--- config.mk ---
export PLATFORM = sky130hd
export DESIGN_NAME = sevseg_scan_driver
export DESIGN_NICKNAME = d
export VERILOG_FILES = /design/src/rtl/sevseg_scan_driver.sv
export SDC_FILE = /design/constraint.sdc
export NUM_CORES = 1
export LEC_CHECK = 0
export CORE_MARGIN = 8
export CORE_UTILIZATION = 29
export DETAILED_ROUTE_END_ITERATION = 8
export SKIP_CTS_REPAIR_TIMING = 1
export SLEW_MARGIN = 20
export SYNTH_ARGS = -nofsm -noshare
export SYNTH_HDL_FRONTEND = slang
export SYNTH_SLANG_ARGS = --single-unit
--- constraint.sdc ---
create_clock -name clk -period 3.6 [get_ports clk]
set_input_delay 1.08 -clock clk [delete_from_list [all_inputs] [get_ports clk]]
set_output_delay 1.08 -clock clk [all_outputs]
set_load 0.01 [all_outputs]
--- src/rtl/sevseg_scan_driver.sv ---
// -----------------------------------------------------------------------------
// sevseg_scan_driver
//
// Time-multiplexed hex driver for a common-anode seven-segment bank.
// Captures a packed hex value with per-digit decimal points and enables into a
// pending register set. The pending set is copied into the display set at each
// frame boundary, so the visible image never tears. Each digit slot has PWM
// brightness and a one-cycle ghosting dead time at slot start. All pin outputs
// are registered and active-low.
//
// Optional feature macro: SEVSEG_LZB_EN (leading-zero blanking on the display
// set; digit 0 is never blanked, decimal points stay visible).
//
// Parameters:
//   DIGITS     number of scanned digits, 1..16
//   SCAN_DIV   clock cycles per digit slot, multiple of 8, >= 16
//
// Ports:
//   clk         clock, rising edge
//   rst_n       asynchronous active-low reset
//   load        one-cycle strobe capturing value/dp_in/en_in into pending
//   value       packed nibbles, digit i = value[4i+3:4i], digit 0 rightmost
//   dp_in       decimal point request per digit, active-high
//   en_in       digit enable per digit, active-high
//   bright      brightness 0..7, sampled every cycle
//   seg         segments g..a, active-low
//   dp          decimal point, active-low
//   an          anode selects, active-low, at most one low
//   frame_done  one-cycle pulse for the last cycle of the last digit slot
// -----------------------------------------------------------------------------
module sevseg_scan_driver #(
    parameter int DIGITS   = 8,
    parameter int SCAN_DIV = 100000
) (
    input  logic                  clk,
    input  logic                  rst_n,
    input  logic                  load,
    input  logic [4*DIGITS-1:0]   value,
    input  logic [DIGITS-1:0]     dp_in,
    input  logic [DIGITS-1:0]     en_in,
    input  logic [2:0]            bright,
    output logic [6:0]            seg,
    output logic                  dp,
    output logic [DIGITS-1:0]     an,
    output logic                  frame_done
);

    localparam int                SLOT_W    = $clog2(SCAN_DIV);
    localparam int                IDX_W     = (DIGITS > 1) ? $clog2(DIGITS) : 1;
    localparam logic [31:0]       PHASE_LEN = 32'(SCAN_DIV / 8);
    localparam logic [SLOT_W-1:0] SLOT_LAST = SLOT_W'(SCAN_DIV - 1);
    localparam logic [IDX_W-1:0]  IDX_LAST  = IDX_W'(DIGITS - 1);

    // Active-low g..a patterns for hex digits 0..F
    function automatic logic [6:0] hex_to_seg(input logic [3:0] nib);
        logic [6:0] s;
        case (nib)
            4'h0: s = 7'h40;
            4'h1: s = 7'h79;
            4'h2: s = 7'h24;
            4'h3: s = 7'h30;
            4'h4: s = 7'h19;
            4'h5: s = 7'h12;
            4'h6: s = 7'h02;
            4'h7: s = 7'h78;
            4'h8: s = 7'h00;
            4'h9: s = 7'h10;
            4'hA: s = 7'h08;
            4'hB: s = 7'h03;
            4'hC: s = 7'h46;
            4'hD: s = 7'h21;
            4'hE: s = 7'h06;
            default: s = 7'h0E;
        endcase
        return s;
    endfunction

    // Scan counters
    logic [SLOT_W-1:0]   slot_q, slot_d;
    logic [IDX_W-1:0]    idx_q, idx_d;

    // Pending and display register sets
    logic [4*DIGITS-1:0] pend_val_q, pend_val_d;
    logic [DIGITS-1:0]   pend_dp_q, pend_dp_d;
    logic [DIGITS-1:0]   pend_en_q, pend_en_d;
    logic [4*DIGITS-1:0] disp_val_q, disp_val_d;
    logic [DIGITS-1:0]   disp_dp_q, disp_dp_d;
    logic [DIGITS-1:0]   disp_en_q, disp_en_d;

    // Registered pin drivers
    logic [6:0]          seg_q, seg_d;
    logic                dp_q, dp_d;
    logic [DIGITS-1:0]   an_q, an_d;
    logic                frame_done_q, frame_done_d;

    logic                slot_wrap;
    logic                frame_end;
    logic [SLOT_W:0]     on_limit;
    logic                lit;
    logic [DIGITS-1:0]   blank;
    logic [3:0]          cur_nib;
    logic                cur_dp;
    logic                cur_blank;

    assign slot_wrap = (slot_q == SLOT_LAST);
    assign frame_end = slot_wrap && (idx_q == IDX_LAST);

    // phase <= bright is equivalent to slot_cnt < (bright+1)*(SCAN_DIV/8),
    // which avoids a divider. Slot 0 is the dead time that hides ghosting.
    assign on_limit = (SLOT_W+1)'((32'(bright) + 32'd1) * PHASE_LEN);
    assign lit      = (slot_q != '0) && ({1'b0, slot_q} < on_limit);

`ifdef SEVSEG_LZB_EN
    // A digit above 0 is blank when it and every more-significant nibble are 0
    generate
        for (genvar gi = 0; gi < DIGITS; gi++) begin : g_blank
            if (gi == 0) begin : g_lsd
                assign blank[gi] = 1'b0;
            end else begin : g_upper
                assign blank[gi] = ~|disp_val_q[4*DIGITS-1:4*gi];
            end
        end
    endgenerate
`else
    assign blank = '0;
`endif

    always_comb begin
        // counters
        slot_d = slot_wrap ? '0 : slot_q + 1'b1;
        if (slot_wrap) begin
            idx_d = (idx_q == IDX_LAST) ? '0 : idx_q + 1'b1;
        end else begin
            idx_d = idx_q;
        end

        // pending set: last load in a frame wins
        pend_val_d = load ? value : pend_val_q;
        pend_dp_d  = load ? dp_in : pend_dp_q;
        pend_en_d  = load ? en_in : pend_en_q;

        // display set: swapped only at the frame boundary; a load on that
        // very cycle bypasses pending so it is not lost for a whole frame
        disp_val_d = disp_val_q;
        disp_dp_d  = disp_dp_q;
        disp_en_d  = disp_en_q;
        if (frame_end) begin
            disp_val_d = pend_val_d;
            disp_dp_d  = pend_dp_d;
            disp_en_d  = pend_en_d;
        end

        // select current digit's data
        cur_nib   = '0;
        cur_dp    = 1'b0;
        cur_blank = 1'b0;
        for (int i = 0; i < DIGITS; i++) begin
            if (idx_q == IDX_W'(i)) begin
                cur_nib   = disp_val_q[4*i +: 4];
                cur_dp    = disp_dp_q[i];
                cur_blank = blank[i];
            end
        end

        seg_d        = cur_blank ? 7'h7F : hex_to_seg(cur_nib);
        dp_d         = ~cur_dp;
        frame_done_d = frame_end;
    end

    generate
        for (genvar gi = 0; gi < DIGITS; gi++) begin : g_an
            assign an_d[gi] = ~((idx_q == IDX_W'(gi)) & disp_en_q[gi] & lit);
        end
    endgenerate

    always_ff @(posedge clk or negedge rst_n) begin
        if (!rst_n) begin
            slot_q       <= '0;
            idx_q        <= '0;
            pend_val_q   <= '0;
            pend_dp_q    <= '0;
            pend_en_q    <= '0;
            disp_val_q   <= '0;
            disp_dp_q    <= '0;
            disp_en_q    <= '0;
            seg_q        <= 7'h7F;
            dp_q         <= 1'b1;
            an_q         <= '1;
            frame_done_q <= 1'b0;
        end else begin
            slot_q       <= slot_d;
            idx_q        <= idx_d;
            pend_val_q   <= pend_val_d;
            pend_dp_q    <= pend_dp_d;
            pend_en_q    <= pend_en_d;
            disp_val_q   <= disp_val_d;
            disp_dp_q    <= disp_dp_d;
            disp_en_q    <= disp_en_d;
            seg_q        <= seg_d;
            dp_q         <= dp_d;
            an_q         <= an_d;
            frame_done_q <= frame_done_d;
        end
    end

    assign seg        = seg_q;
    assign dp         = dp_q;
    assign an         = an_q;
    assign frame_done = frame_done_q;

endmodule

# Word-level counts from Yosys, hierarchy flattened

Memory sizes are Yosys's and may differ from the RTL's. A register that Yosys moved wholly into a read port is not among the register bits.
Cells that the tools add are included.

Bits in read-only memories: 112
RAM bits: 0
Input bits: 54
Memories: 1
Output and inout bits: 17
Latch bits: 0
Register bits after elaboration: 126
Logic and storage cells: 76

Equality and inequality tests: 8
Mux-type cells: 21
Divide/modulo/power cells: 0
$add $sub $neg: 3
$lt $le $gt $ge: 1
Shift-type cells: 0
Reduce and logical (&&, ||, !) cells: 5
Bitwise operators: 25
Multiply operators: 1

Memories:

| name            | words | bits a word | read ports | clocked after memory_dff | wr ports | RTL line | text |
|---|---|---|---|---|---|---|---|
| (no name shown) | 16    | 7           | 1          | 1                        | 0        | 57       | `case (nib)` |

Operator list:

| operator              | count |
|---|---|
| $mux 32               | 1 |
| $mux 4                | 8 |
| $lt 17x18->1          | 1 |
| $add 17x1->17 const B | 1 |
| $eq 17x17->1 const B  | 1 |
| $mux 17               | 1 |
| $reduce_bool 17->1    | 1 |
| $and 1x1->1           | 16 |
| $mul 4x12->16 const B | 1 |
| $mux 8                | 2 |
| $eq 3x3->1 const B    | 4 |
| $not 1->1             | 9 |
| $mux 1                | 8 |
| $eq 3x2->1 const B    | 2 |
| $add 3x1->4 const B   | 1 |
| $add 3x1->3 const B   | 1 |
| $eq 3x1->1 const B    | 1 |
| $logic_not 3->1       | 1 |
| $mux 3                | 1 |
| $logic_and 1x1->1     | 2 |
| $logic_not 1->1       | 1 |

# Longest topological paths before layout

Gate-level depths: netlist (run 1).

Word-level depth: 10
Gate-level depth with buffers: 17
Gate-level depth less buffers: 17

# Worst setup path before layout (run 1)

OpenSTA, ideal clock, no wires.

Kind: input to register
From: in bright[0]
To: reg an_q[4], in the netlist an[4]
Arrival time: 4.451 ns
Data required time: 3.499 ns
Setup slack: -0.951 ns
Library setup time: 0.101 ns
Path buffers: 0
Stages on the path: 17
Cell sequence: inv_1 -> ha_1 -> ha_1 -> ha_1 -> ha_1 -> a21oi_1 -> o21ai_0 -> a21o_1 -> a21oi_1 -> xor2_1 -> ha_1 -> a21oi_1 -> o211ai_1 -> a211oi_1 -> a31oi_1 -> a2bb2oi_1 -> nand4_1

Cells in the longest elaborated chain, start to end: 6

RTL lines:

| what                   | RTL line | text |
|---|---|---|
| start: declaration     | 41       | `input logic [2:0] bright,` |
| $add 3x1->4            | 110      | `assign on_limit = (SLOT_W+1)'((32'(bright) + 32'd1) * PHASE_LEN);` |
| $mul 4x12->16          | 110      |  |
| $lt 17x18->1           | 111      | `assign lit = (slot_q != '0) && ({1'b0, slot_q} < on_limit);` |
| $logic_and 1x1->1      | 111      |  |
| $and 1x1->1            | 172      | `assign an_d[gi] = ~((idx_q == IDX_W'(gi)) & disp_en_q[gi] & lit);` |
| $not 1->1              | 172      |  |
| named net an_d[4]      | 93       | `logic [DIGITS-1:0] an_q, an_d;` |
| end signal: assignment | 201      | `an_q <= an_d;` |
| end: declaration       | 93       |  |

The timed path passes the listed nets, and every way through them passes these cells.
A chain may end at the register's enable or synchronous reset.

# Worst setup path in the final report (run 1)

From: in bright[0]
To: reg an_q[5], in the netlist an[5]

The elaborated chain is that of the path after synthesis.

==> results.yml, run 1 <==
clock_network:
  clock_path_buffers: 2
  clock_insertion_delay_worst_skew_ns: 0.41
  cts.clk_slew.worst_paths_ns: 0.05
  cts.root.buffer_cell: "sky130_fd_sc_hd__clkbuf_16"
  clock_tree.htree_level_count: 4
  tritoncts: "done"
  cts-buffers-inserted: 17
  clock_sink_count: 133
die:
  top_level_ports: 71
  floorplan.initialDensity_pct: 29.29
  total_die_area_sq_mm: 0.02781
  fp.coreArea_sq_mm: 0.02250
  die-width_um: 166.8
  die_y_um: 166.8
  fp-row-count: 55
global_route:
  wire_length_of_the_first_global_routing_pass_um: 25160
  grt_antenna_before_repair: 0
  grt_pass1_vias: 4804
  grtUsageTotal_pct: 11.22
  grt_start_max_net_pins: 60
  globalRouteOverflowTotal: 0
setup_path:
  worst_r2r_endpoint: "seg[2]"
  timing.setup.critical_path_class: "in -> reg"
  critPathArrivalTime_ns: 4.23
  worst-r2r-cell-count: 8
  timing.reg2reg.setup_slack_ns: 0.48
  timing.critical_path.from_type: "primary input"
  regToRegStartpoint: "idx_q[0]"
  crit_path_max_fanout: 8
  worst_ep_required_time_ns: 3.92
  critPathCaptureType: "register"
synth:
  yosys.area.top_type_share_pct: 44.42
  postSynthNetCount: 624
  synth-seq-area-share_pct: 50.80
  synth_warnings: 0
  count_of_unique_library_cells_instantiated_by_yosys: 59
  synthCells: 527
  syn-cell-area_sq_mm: 0.006591
  ys_async_sr_fraction_pct: 100.0
  cell_types_with_the_largest_area_share_after_synthesis: "sky130_fd_sc_hd__dfrtp_1 44%, sky130_fd_sc_hd__mux2_2 15%, sky130_fd_sc_hd__ha_1 8.2%"
  yosysTopAreaCell: "sky130_fd_sc_hd__dfrtp_1"
  synth_area_per_cell_sq_um: 12.51
  synth_edf_count: 0
  yosys.cell_count.top_type: "sky130_fd_sc_hd__dfrtp_1"
  synth-seq-cells: 133
  synth-main-ff-cell: "sky130_fd_sc_hd__dfrtp_1"
  synth.cells.most_frequent: "117 x sky130_fd_sc_hd__dfrtp_1, 88 x sky130_fd_sc_hd__mux2_2, 43 x sky130_fd_sc_hd__ha_1"
power:
  vdd_ir_drop_max_v: 0.0003196
  powerDensity_mw_per_mm2: 455.9
  total_leakage_power_nw: 3.801
sta:
  worst_slack_ns: -0.3100
  final-hold-violation-count: 0
  clock-skew-final_ns: 0.008870
  post-route-period-util_pct: 108.6
  maxClockFrequency_mhz: 255.8
  timing.final.max_slew_violations: 0
  period_minus_ws_final_ns: 3.910
  worst_pin_slew_ns: 0.9511
  setup_viol_count_final: 8
  rsz_0062_raised_after_global_routing: "yes"
  final.setup.tns_ns: -2.384
  timing.slew.headroom_pct: 36.17
hold_path:
  min-delay-path-class: "reg -> reg"
  hold_path_end: "an[7]"
  hold-path-cell-count: 1
  hold_path_startpoint: "disp_en_q[7]"
status:
  outcome: "finished with violations"
  failed_checks: "negative setup slack"
final_layout:
  nNetsFinal: 731
  syn2layout_area_growth_pct: 31.87
  diodes: 0
  final_cells: 932
  layout-drive-gt1-share_pct: 34.47
place:
  port_buffers: 70
  place_inst: 895
  place.gp.congestion: 0.7872
  place.detailed.hpwl_um: 11160
route:
  post_drt_via_cell_ratio: 4.720
  drc_marker_count_from_the_first_detailed_route_iteration: 205
  drt-total-wl_um: 15030
  dr.pass1.iters: 4
  num_vias: 4399
  post-route-drc-count: 0
  antenna_left: 0
  routed_wire_length_per_instance_um: 16.13
job:
  cap_violations: 0
==> cells in the final DEF, fill, tap and decap left out, types with 7 or more instances in the layout <==
| cell | count |
|---|---|
| sky130_fd_sc_hd__nand4_1 | 12 |
| sky130_fd_sc_hd__dfstp_2 | 16 |
| sky130_fd_sc_hd__clkbuf_16 | 17 |
| sky130_fd_sc_hd__mux2_2 | 88 |
| sky130_fd_sc_hd__nor2_1 | 14 |
| sky130_fd_sc_hd__nand2_1 | 21 |
| sky130_fd_sc_hd__inv_1 | 24 |
| sky130_fd_sc_hd__nand3_1 | 11 |
| sky130_fd_sc_hd__clkdlybuf4s50_1 | 65 |
| sky130_fd_sc_hd__dfrtp_1 | 117 |
| sky130_fd_sc_hd__nor2b_1 | 12 |
| sky130_fd_sc_hd__o21ai_0 | 10 |
| sky130_fd_sc_hd__xor2_1 | 11 |
| sky130_fd_sc_hd__xnor2_1 | 12 |
| sky130_fd_sc_hd__a21oi_1 | 10 |
| sky130_fd_sc_hd__ha_1 | 32 |
| sky130_fd_sc_hd__buf_4 | 38 |
| sky130_fd_sc_hd__ha_4 | 7 |
| sky130_fd_sc_hd__mux2_4 | 9 |
==> layout make-up <==
cell class,count,area [sq um]
Timing Repair Buffer,110,1025
Fill cell,2109,13810
Sequential cell,133,3348
Clock inverter,13,182.7
Clock buffer,19,442.9
Tap cell,285,356.6
Inverter,25,97.59
Multi-Input combinational cell,347,3239
==> logic make-up (layout without fill, tap and decap cells) <==
logic type	after synthesis	count (layout)	share of synthesized area, %
buffers and inverters	47	167	3.208
adders and majority gates	43	43	8.163
xor gates and xnor gates	28	28	3.834
muxes	102	102	18.03
AOI/OAI and AO/OA	71	71	7.270
and+or+nand+nor	103	103	8.694
DFF	133	133	50.80
==> registers in the layout, indices dropped and copies added (netlist names) <==
| name | cells |
|---|---|
| disp_val_q | 32 |
| pend_val_q | 32 |
| slot_q | 17 |
| an | 8 |
| disp_dp_q | 8 |
| disp_en_q | 8 |
| pend_dp_q | 8 |
| pend_en_q | 8 |
| seg | 7 |
| idx_q | 3 |
| dp | 1 |
| frame_done | 1 |
==> how the worst max path moves through the flow <==
stage / start / to / slack (ns) / cells past startpoint
CTS: bright[0] / an[5] / -0.85 / 18
floorplan: bright[0] / an[4] / -0.50 / 17
global placement: bright[0] / an[0] / -1.12 / 19
finish: bright[0] / an[5] / -0.31 / 19
global route: bright[0] / an[4] / -0.49 / 19
detailed placement: bright[0] / an[3] / -1.28 / 18
==> worst max-delay path: stages <==
cell	delay [ns]
sky130_fd_sc_hd__buf_8	0.09
sky130_fd_sc_hd__clkinvlp_4	0.09
sky130_fd_sc_hd__ha_4	0.26
sky130_fd_sc_hd__ha_4	0.25
sky130_fd_sc_hd__ha_4	0.24
sky130_fd_sc_hd__ha_4	0.22
sky130_fd_sc_hd__a21oi_4	0.14
sky130_fd_sc_hd__o21ai_2	0.07
sky130_fd_sc_hd__a21o_1	0.19
sky130_fd_sc_hd__a21oi_2	0.14
sky130_fd_sc_hd__xor2_1	0.15
sky130_fd_sc_hd__ha_1	0.26
sky130_fd_sc_hd__a21oi_2	0.13
sky130_fd_sc_hd__o211ai_1	0.13
sky130_fd_sc_hd__a211oi_1	0.24
sky130_fd_sc_hd__a31oi_1	0.14
sky130_fd_sc_hd__a2bb2oi_2	0.16
sky130_fd_sc_hd__buf_6	0.14
sky130_fd_sc_hd__nand4_1	0.10
==> metrics by stage <==
step	hold WS, ns	power, mW	setup WS, ns	util [%]	instance area (sq um)
6_report	0.4289	3.963	-0.3100	38.63	8692
5_1_grt	0.4482	4.144	-0.4890	38.63	8692
4_1_cts	0.4229	3.967	-0.8468	37.85	8517
3_5_place_dp	0.4151	2.146	-1.281	35.07	7891
3_3_place_gp	0.4087	2.128	-1.117	35.07	7891
2_1_floorplan	0.3858	1.909	-0.4985	-	6671
==> where the power goes <==
group | switching (mW) | internal (mW)
clock network | 0.637 | 1.17
logic | 0.232 | 0.298
registers | 0.0312 | 1.59
==> per-layer routing <==
layer  part of all wire, %  GRT usage (%)  up-vias
met5                     0              0        -
met4                   1.3          3.799        0
met3                   3.8          2.908       16
met2                    48          18.32       90
met1                    47          14.22     2184
li1                      -              -     2109
Note: power is estimated with default switching activity, not from simulation.
==> run 2, diff against run 1 <==
- SKIP_CTS_REPAIR_TIMING: 1 -> default
==> results.yml, run 2 (synthesis results as in run 1) <==
sta:
  period_minus_ws_final_ns: 3.820
  setup_viol_count_final: 8
  maxClockFrequency_mhz: 261.8
  clock-skew-final_ns: 0.008138
  worst_pin_slew_ns: 0.9558
  rsz_0062_raised_after_global_routing: "yes"
  whs_ns: 0.4236
  timing.slew.headroom_pct: 35.86
  final-hold-violation-count: 0
  post-route-period-util_pct: 106.1
  timing.final.max_slew_violations: 0
  worst_slack_ns: -0.2201
  final.setup.tns_ns: -1.665
global_route:
  grt_antenna_before_repair: 0
  globalRouteOverflowTotal: 0
  grt_pass1_vias: 4828
  grtUsageTotal_pct: 11.31
  grt_start_max_net_pins: 60
  wire_length_of_the_first_global_routing_pass_um: 25380
setup_path:
  cp_cell_sequence: "buf_2 -> ha_2 -> xnor2_2 -> ha_1 -> inv_2 -> ha_4 -> ha_4 -> a31oi_1 -> o31a_1 -> a41oi_2 -> ha_2 -> nor3_2 -> o211ai_1 -> a211oi_1 -> a31oi_1 -> a2bb2oi_2 -> buf_6 -> nand4_1"
  critPathCaptureType: "register"
  worst_ep_required_time_ns: 3.92
  crit_path_max_fanout: 8
  critical-path-max-stage-delay_ns: 0.31
  number_of_buffer_and_inverter_stages_on_the_critical_path: 3
  cpLargestDelayFamily: "adder cells"
  timing.critical_path.from_type: "primary input"
  critPathArrivalTime_ns: 4.14
  timing.setup.critical_path_class: "in -> reg"
  timing.critical_path.slowest_stage_cell: "sky130_fd_sc_hd__ha_1"
route:
  num_vias: 4390
  drt-total-wl_um: 15110
  post_drt_via_cell_ratio: 4.705
  routed_wire_length_per_instance_um: 16.20
  dr.pass1.iters: 4
  drc_marker_count_from_the_first_detailed_route_iteration: 224
  antenna_left: 0
  post-route-drc-count: 0
die:
  total_die_area_sq_mm: 0.02781
  floorplan.initialDensity_pct: 29.29
  fp.coreArea_sq_mm: 0.02250
  fp-row-count: 55
  die_y_um: 166.8
  die-width_um: 166.8
  top_level_ports: 71
hold_path:
  min-delay-path-class: "reg -> reg"
clock_network:
  clock_sink_count: 133
  cts-buffers-inserted: 17
  cts.clk_slew.worst_paths_ns: 0.05
  hold_buf_count_cts: 0
  cts.root.buffer_cell: "sky130_fd_sc_hd__clkbuf_16"
  clock_tree.htree_level_count: 4
  clock_path_buffers: 2
  clock_insertion_delay_worst_skew_ns: 0.41
  tritoncts: "done"
final_layout:
  syn2layout_area_growth_pct: 32.21
  layout-drive-gt1-share_pct: 35.03
  mostFrequentLayoutCells: "117 x sky130_fd_sc_hd__dfrtp_1, 88 x sky130_fd_sc_hd__mux2_2, 65 x sky130_fd_sc_hd__clkdlybuf4s50_1"
  layout_commonest_cell: "sky130_fd_sc_hd__dfrtp_1"
  diodes: 0
  total_of_fill_cells_in_the_finished_design: 2110
  biggestRegsByFlops: "disp_val_q: 32 flops, pend_val_q: 32 flops, slot_q: 17 flops"
  nNetsFinal: 732
place:
  place.detailed.hpwl_um: 11160
  place.gp.congestion: 0.7872
  port_buffers: 70
power:
  vdd_ir_drop_max_v: 0.0003190
  powerDensity_mw_per_mm2: 455.5
  total_leakage_power_nw: 3.813
status:
  failed_checks: "negative setup slack"
  outcome: "finished with violations"
job:
  cap_violations: 0
run 2: cell count changes in the layout (fill, tap and decap cells not counted), sizes merged:
cell and change:
buf +2, dlymetal6s2s -1, clkbuf -1, clkdlybuf4s15 +1
run 2: timing repair:
item | CTS | global route
setup buffers | 5 | 1
pin swaps | 20 | 19
gates resized for setup | 28 | 14
endpoints found under the setup margin | 8 | 8
endpoints found under the hold margin | 0 | 0
run 2: cell type report:
type	instances	area [sq um]	share of cell area, %
inverter	25	97.59	1.120
multi-input combinational	347	3246	37.24
clock inverter	13	182.7	2.096
clock buffer	19	442.9	5.083
timing repair buffer	111	1041	11.95
tap	285	356.6	4.092
sequential	133	3348	38.42
run 2: through the flow:
stage	cell area, sq um	util (%)	cells	power (mW)	setup WS, ns
after CTS	8623	38.32	932	3.990	-0.2934
after detailed placement	7891	35.07	895	2.146	-1.281
after floorplan	6671	-	527	1.909	-0.4985
after global placement	7891	35.07	895	2.128	-1.117
after global routing	8715	38.73	933	4.152	-0.3796
final	8715	38.73	933	3.969	-0.2201
run 2: path summary, 6_finish.rpt:
| path | start | to | slack, ns | depth (start not counted) |
|---|---|---|---|---|
| worst max-delay path | bright[1] | an[5] | -0.22 | 18 |
| worst min-delay path | disp_en_q[7] | an[7] | 0.42 | 1 |
| worst max register to register | idx_q[0] | seg[2] | 0.46 | 8 |
| worst min register to register | disp_en_q[7] | an[7] | 0.42 | 1 |
| max in group asynchronous | rst_n | dp | 2.07 | 2 |
| min in group asynchronous | rst_n | pend_val_q[8] | 0.75 | 1 |
run 2: report_power, final:
group          switching, mW  total, mW  internal, mW
Clock                  0.634       1.81          1.17
Sequential            0.0312       1.62          1.59
Combinational          0.235      0.538         0.304
run 2: routing by layer:
| layer | global-route usage [%] | share of wire [%] | up-vias |
|---|---|---|---|
| li1 | - | - | 2110 |
| met1 | 14.32 | 47 | 2172 |
| met2 | 18.51 | 48 | 91 |
| met3 | 2.908 | 3.8 | 17 |
| met4 | 3.799 | 1.3 | 0 |
| met5 | 0 | 0 | - |
